===== src/rtl/lsu_ctrl.sv =====
`timescale 1ns/1ps
// Load/store controller: checks a request, drives one data-memory cycle, returns formatted data or a fault.
// Latency 2 cycles for legal accesses, 1 for faults; req_ready only in IDLE; response held until resp_ready.
module lsu_ctrl #(
    parameter int MEM_DEPTH = 64
) (
    input  logic        clk,
    input  logic        rst,
    input  logic        req_valid,
    output logic        req_ready,
    input  logic        req_we,
    input  logic [2:0]  req_funct3,
    input  logic [31:0] req_addr,
    input  logic [31:0] req_wdata,
    output logic        resp_valid,
    input  logic        resp_ready,
    output logic [31:0] resp_rdata,
    output logic        resp_err,
    output logic [31:0] mem_addr,
    output logic [31:0] mem_wd,
    output logic [1:0]  mem_rwe,
    input  logic [31:0] mem_rd
);

    typedef enum logic [1:0] {
        IDLE = 2'd0,
        EXEC = 2'd1,
        RESP = 2'd2
    } state_t;

    localparam logic [31:0] DEPTH_W = 32'(MEM_DEPTH);

    state_t      state_q, state_d;
    logic        req_ready_q, req_ready_d;
    logic        resp_valid_q, resp_valid_d;
    logic [31:0] resp_rdata_q, resp_rdata_d;
    logic        resp_err_q, resp_err_d;
    logic [31:0] mem_addr_q, mem_addr_d;
    logic [31:0] mem_wd_q, mem_wd_d;
    logic [1:0]  mem_rwe_q, mem_rwe_d;
    logic        we_q, we_d;
    logic [2:0]  funct3_q, funct3_d;

    logic        code_ok;
    logic        misaligned;
    logic        out_of_range;
    logic        req_fault;

    function automatic logic [31:0] fmt_load(input logic [2:0] f3, input logic [31:0] rd);
        logic [31:0] v;
        case (f3)
            3'b000:  v = {{24{rd[7]}}, rd[7:0]};
            3'b001:  v = {{16{rd[15]}}, rd[15:0]};
            3'b100:  v = {24'd0, rd[7:0]};
            3'b101:  v = {16'd0, rd[15:0]};
            default: v = rd;
        endcase
        return v;
    endfunction

    // Fault classification is purely a function of the request inputs.
    always_comb begin
        code_ok = 1'b0;
        if (req_we) begin
            code_ok = (req_funct3 == 3'b000) || (req_funct3 == 3'b001) || (req_funct3 == 3'b010);
        end else begin
            case (req_funct3)
                3'b000, 3'b001, 3'b010, 3'b100, 3'b101: code_ok = 1'b1;
                default:                                code_ok = 1'b0;
            endcase
        end

        misaligned = 1'b0;
        case (req_funct3[1:0])
            2'b01:   misaligned = req_addr[0];
            2'b10:   misaligned = |req_addr[1:0];
            default: misaligned = 1'b0;
        endcase

        out_of_range = (req_addr >= DEPTH_W);
        req_fault    = !code_ok || misaligned || out_of_range;
    end

    always_comb begin
        state_d      = state_q;
        req_ready_d  = req_ready_q;
        resp_valid_d = resp_valid_q;
        resp_rdata_d = resp_rdata_q;
        resp_err_d   = resp_err_q;
        mem_addr_d   = mem_addr_q;
        mem_wd_d     = mem_wd_q;
        mem_rwe_d    = mem_rwe_q;
        we_d         = we_q;
        funct3_d     = funct3_q;

        case (state_q)
            IDLE: begin
                if (req_valid) begin
                    we_d        = req_we;
                    funct3_d    = req_funct3;
                    req_ready_d = 1'b0;
                    if (req_fault) begin
                        state_d      = RESP;
                        resp_valid_d = 1'b1;
                        resp_err_d   = 1'b1;
                        resp_rdata_d = 32'd0;
                    end else begin
                        state_d    = EXEC;
                        mem_addr_d = req_addr;
                        if (req_we) begin
                            mem_wd_d  = req_wdata;
                            mem_rwe_d = req_funct3[1:0] + 2'd1;
                        end
                    end
                end
            end
            EXEC: begin
                // Memory bus returns to zero as the single access completes.
                state_d      = RESP;
                mem_addr_d   = 32'd0;
                mem_wd_d     = 32'd0;
                mem_rwe_d    = 2'd0;
                resp_valid_d = 1'b1;
                resp_err_d   = 1'b0;
                resp_rdata_d = we_q ? 32'd0 : fmt_load(funct3_q, mem_rd);
            end
            RESP: begin
                if (resp_ready) begin
                    state_d      = IDLE;
                    req_ready_d  = 1'b1;
                    resp_valid_d = 1'b0;
                    resp_rdata_d = 32'd0;
                    resp_err_d   = 1'b0;
                end
            end
            default: begin
                state_d      = IDLE;
                req_ready_d  = 1'b1;
                resp_valid_d = 1'b0;
                resp_rdata_d = 32'd0;
                resp_err_d   = 1'b0;
                mem_addr_d   = 32'd0;
                mem_wd_d     = 32'd0;
                mem_rwe_d    = 2'd0;
            end
        endcase
    end

    // Asynchronous reset drops mem_rwe immediately, so an in-flight store never lands.
    always_ff @(posedge clk or negedge rst) begin
        if (!rst) begin
            state_q      <= IDLE;
            req_ready_q  <= 1'b1;
            resp_valid_q <= 1'b0;
            resp_rdata_q <= 32'd0;
            resp_err_q   <= 1'b0;
            mem_addr_q   <= 32'd0;
            mem_wd_q     <= 32'd0;
            mem_rwe_q    <= 2'd0;
            we_q         <= 1'b0;
            funct3_q     <= 3'd0;
        end else begin
            state_q      <= state_d;
            req_ready_q  <= req_ready_d;
            resp_valid_q <= resp_valid_d;
            resp_rdata_q <= resp_rdata_d;
            resp_err_q   <= resp_err_d;
            mem_addr_q   <= mem_addr_d;
            mem_wd_q     <= mem_wd_d;
            mem_rwe_q    <= mem_rwe_d;
            we_q         <= we_d;
            funct3_q     <= funct3_d;
        end
    end

    assign req_ready  = req_ready_q;
    assign resp_valid = resp_valid_q;
    assign resp_rdata = resp_rdata_q;
    assign resp_err   = resp_err_q;
    assign mem_addr   = mem_addr_q;
    assign mem_wd     = mem_wd_q;
    assign mem_rwe    = mem_rwe_q;

endmodule


===== config.mk =====
export PLATFORM = sky130hd
export DESIGN_NAME = lsu_ctrl
export DESIGN_NICKNAME = d
export VERILOG_FILES = /design/src/rtl/lsu_ctrl.sv
export SDC_FILE = /design/constraint.sdc
export NUM_CORES = 1
export LEC_CHECK = 0
export ABC_CLOCK_PERIOD_IN_PS = 3700
export BUFFER_PORTS_ARGS = -buffer_cell sky130_fd_sc_hd__buf_2
export CORE_MARGIN = 3
export CORE_UTILIZATION = 31
export DETAILED_ROUTE_END_ITERATION = 8
export GPL_ROUTABILITY_DRIVEN = 0
export PLACE_DENSITY = 0.63
export REMOVE_ABC_BUFFERS = 1
export SYNTH_ARGS = -nofsm -noshare
export SYNTH_HDL_FRONTEND = slang
export SYNTH_SLANG_ARGS = --single-unit
export TNS_END_PERCENT = 50

===== constraint.sdc =====
create_clock -name clk -period 3.7 [get_ports clk]
set_input_delay 0.37 -clock clk [delete_from_list [all_inputs] [get_ports clk]]
set_output_delay 0.37 -clock clk [all_outputs]
set_load 0.05 [all_outputs]

==> results.ini <==
[timing]
fin_hold_ws_ns=0.211
hold_violations=0
fmax_mhz=428
tns_ns=0
fin_skew_ns=0.00665
post-route-period-util=0.632
slew_viol_final=0
tightestPinTransition_ns=1.19
rsz0062_at_grt=false
min_period_ns=2.34
slew_headroom=0.201
setup_viol=0

[setup_path]
path_cells=buf_2 -> inv_1 -> ha_1 -> nor2b_1 -> o2111a_1 -> nand4_2 -> buf_4 -> o21ai_1
crit_start=req_funct3[0]
r2r.worst_path.cells=3
crit_buf_inv=3
cpPeakStageDelay_ns=0.70
crit_end=resp_rdata[14]
worstSetupPathType=input port to register
cp-start-kind=input port
worstPathMaxFanout=30
worst-r2r-setup-slack_ns=1.39
crit_path_top_delay_cell=nand4_2
reg2reg_from=state_q[0]
crit_arrival_ns=2.61
cp-end-kind=register
rr_endpoint=resp_rdata[17]
crit_cells=8
path_delay_family=simple AND/OR/NAND/NOR gates
required_ns=3.97

[clocking]
cts_made_buffers=9
cts.clk_slew.worst_paths_ns=0.07
htree_levels=3
clk_path_buf_depth=2
cts_setup_buffers=0
tritoncts=built
cts_resized=0
numClockSinks=107
hold_buffers=0
cts-root-buf=clkbuf_16
clk_latency_ns=0.34

[yosys]
synth-edff-count=0
ys_warn_count=0
postSynthCellCount=383
ys_ff_latch=107
yosysUniqueCellTypes=44
yosysSeqAreaShare=0.583
ys_async_sr_fraction=1.00
avgSynthCellArea_um2=12.0
syn-cell-area_mm2=0.00460
yosys_most_used_dff=dfrtp_1

[power]
power.density_mw_per_mm2=395
p_leak_nw=3.14
peakVddDrop_v=0.000249

[finish]
fin_nets=687
final_cell_mix=buf_2, dfrtp_1, a22o_1, inv_1, and2_1
register_area_mm2=0.00268
drive_above_1_share=0.415
syn_to_final_growth_pct=31.5
fillCellCount=1373
diodes=0
final_common_cell=buf_2
multiInputGateArea_mm2=0.00166

[placement]
dp_hpwl_mm=8.87
portBuffers=204

[global_route]
grt_max_degree=83
grt_pass1_wl_mm=19.7
antenna_found_initial=0
grt_pass1_vias=3858
gr-total-overflow=0
grtUsageTotal=0.152

[drt]
via_per_inst=4.81
postRouteAntennaNets=0
firstDrtPassIters=4
wirelength_mm=12.3
drc=0
wl_per_cell_um=16.1
route.vias.total=3677
drt_iter0_markers=188

[floorplanning]
num_rows=43
die_w_um=128
initial_core_util=0.324
dieArea_mm2=0.0163
core-area_mm2=0.0142
io_pins=205
fp.dieH_um=128

[status]
status=finished clean

[min_path]
hp-class=input port to asynchronous set/reset pin

[run]
cap_violations=0

[worst min-delay path by stage]
| stage | endpoint | start | slack (ns) |
|---|---|---|---|
| after floorplan | funct3_q[0] | rst | 0.07 |
| after global placement | mem_addr[28] | mem_addr[28] | 0.47 |
| after detailed placement | mem_addr[26] | mem_addr[26] | 0.47 |
| after CTS | mem_wd[15] | req_wdata[15] | 0.23 |
| after global routing | mem_wd[7] | req_wdata[7] | 0.22 |
| final | resp_rdata[0] | rst | 0.21 |
[synthesized netlist by cell type (all sizes together) (2+ instances only)]
library cell,number,area [µm²]
nand4,2,33.8
o21a,2,15.0
a22oi,8,60.1
inv,34,128
nor4,8,170
o221ai,16,140
nor2b,18,113
a211oi,2,20.0
nor2,5,18.8
buf,12,98.8
a41oi,2,43.8
dfrtp,106,2650
clkbuf,11,41.3
a21oi,16,80.1
o21ai,30,150
nand2,23,86.3
and2,27,169
ha,3,37.5
a22o,40,350
[kinds of logic (layout without fill, tap and decap cells)]
kind of cell,count (synthesis),count (layout),synth area share
AO/OA/AOI/OAI,122,122,0.203
flip-flops,107,107,0.583
AND/OR/NAND/NOR,92,92,0.144
buffers and inverters,57,259,0.0582
adder cells (fa/ha/maj),3,3,0.00817
multiplexers,2,2,0.00463
[power by group]
group / leakage (nW) / switching, mW / internal, mW
registers: 1.48 / 0.0388 / 1.19
clock network: 0.138 / 0.439 / 0.485
logic: 1.52 / 0.139 / 0.0925
total: 3.14 / 0.617 / 1.77
[routing by layer]
| metal | global-route usage | share of wire | up-vias | wire (µm) |
|---|---|---|---|---|
| met5 | 0 | 0 | - | 0 |
| met4 | 0.0462 | 0.013 | 0 | 163 |
| met3 | 0.0588 | 0.099 | 9 | 1210 |
| met2 | 0.239 | 0.47 | 166 | 5750 |
| met1 | 0.194 | 0.42 | 1751 | 5180 |
| li1 | - | - | 1751 | - |
[area by class of cell]
type | instances | share of cell area
well taps | 180 | 0.0373
flip-flops and latches | 107 | 0.443
inverters | 34 | 0.0211
clock buffers | 11 | 0.0402
multi-input cells | 219 | 0.275
clock inverters | 5 | 0.00745
repair buffers | 209 | 0.176
[state kept, by name (all words and copies together) (netlist names)]
signal,flops
funct3_q,3
mem_addr,32
mem_rwe,2
mem_wd,32
req_ready,1
resp_err,1
resp_rdata,32
resp_valid,1
state_q,2
we_q,1
[stage by stage]
step | cell area (µm²) | setup WS, ns | std cells | power (mW) | utilization
after global placement | 5760 | 1.05 | 749 | 1.48 | 0.405
after CTS | 6040 | 1.31 | 765 | 2.43 | 0.425
final | 6040 | 1.36 | 765 | 2.38 | 0.425
after detailed placement | 5760 | 0.937 | 749 | 1.49 | 0.405
after global routing | 6040 | 1.12 | 765 | 2.50 | 0.425
after floorplan | 4460 | 0.900 | 360 | 1.35 | -
Power figures use the tool's default switching activity.
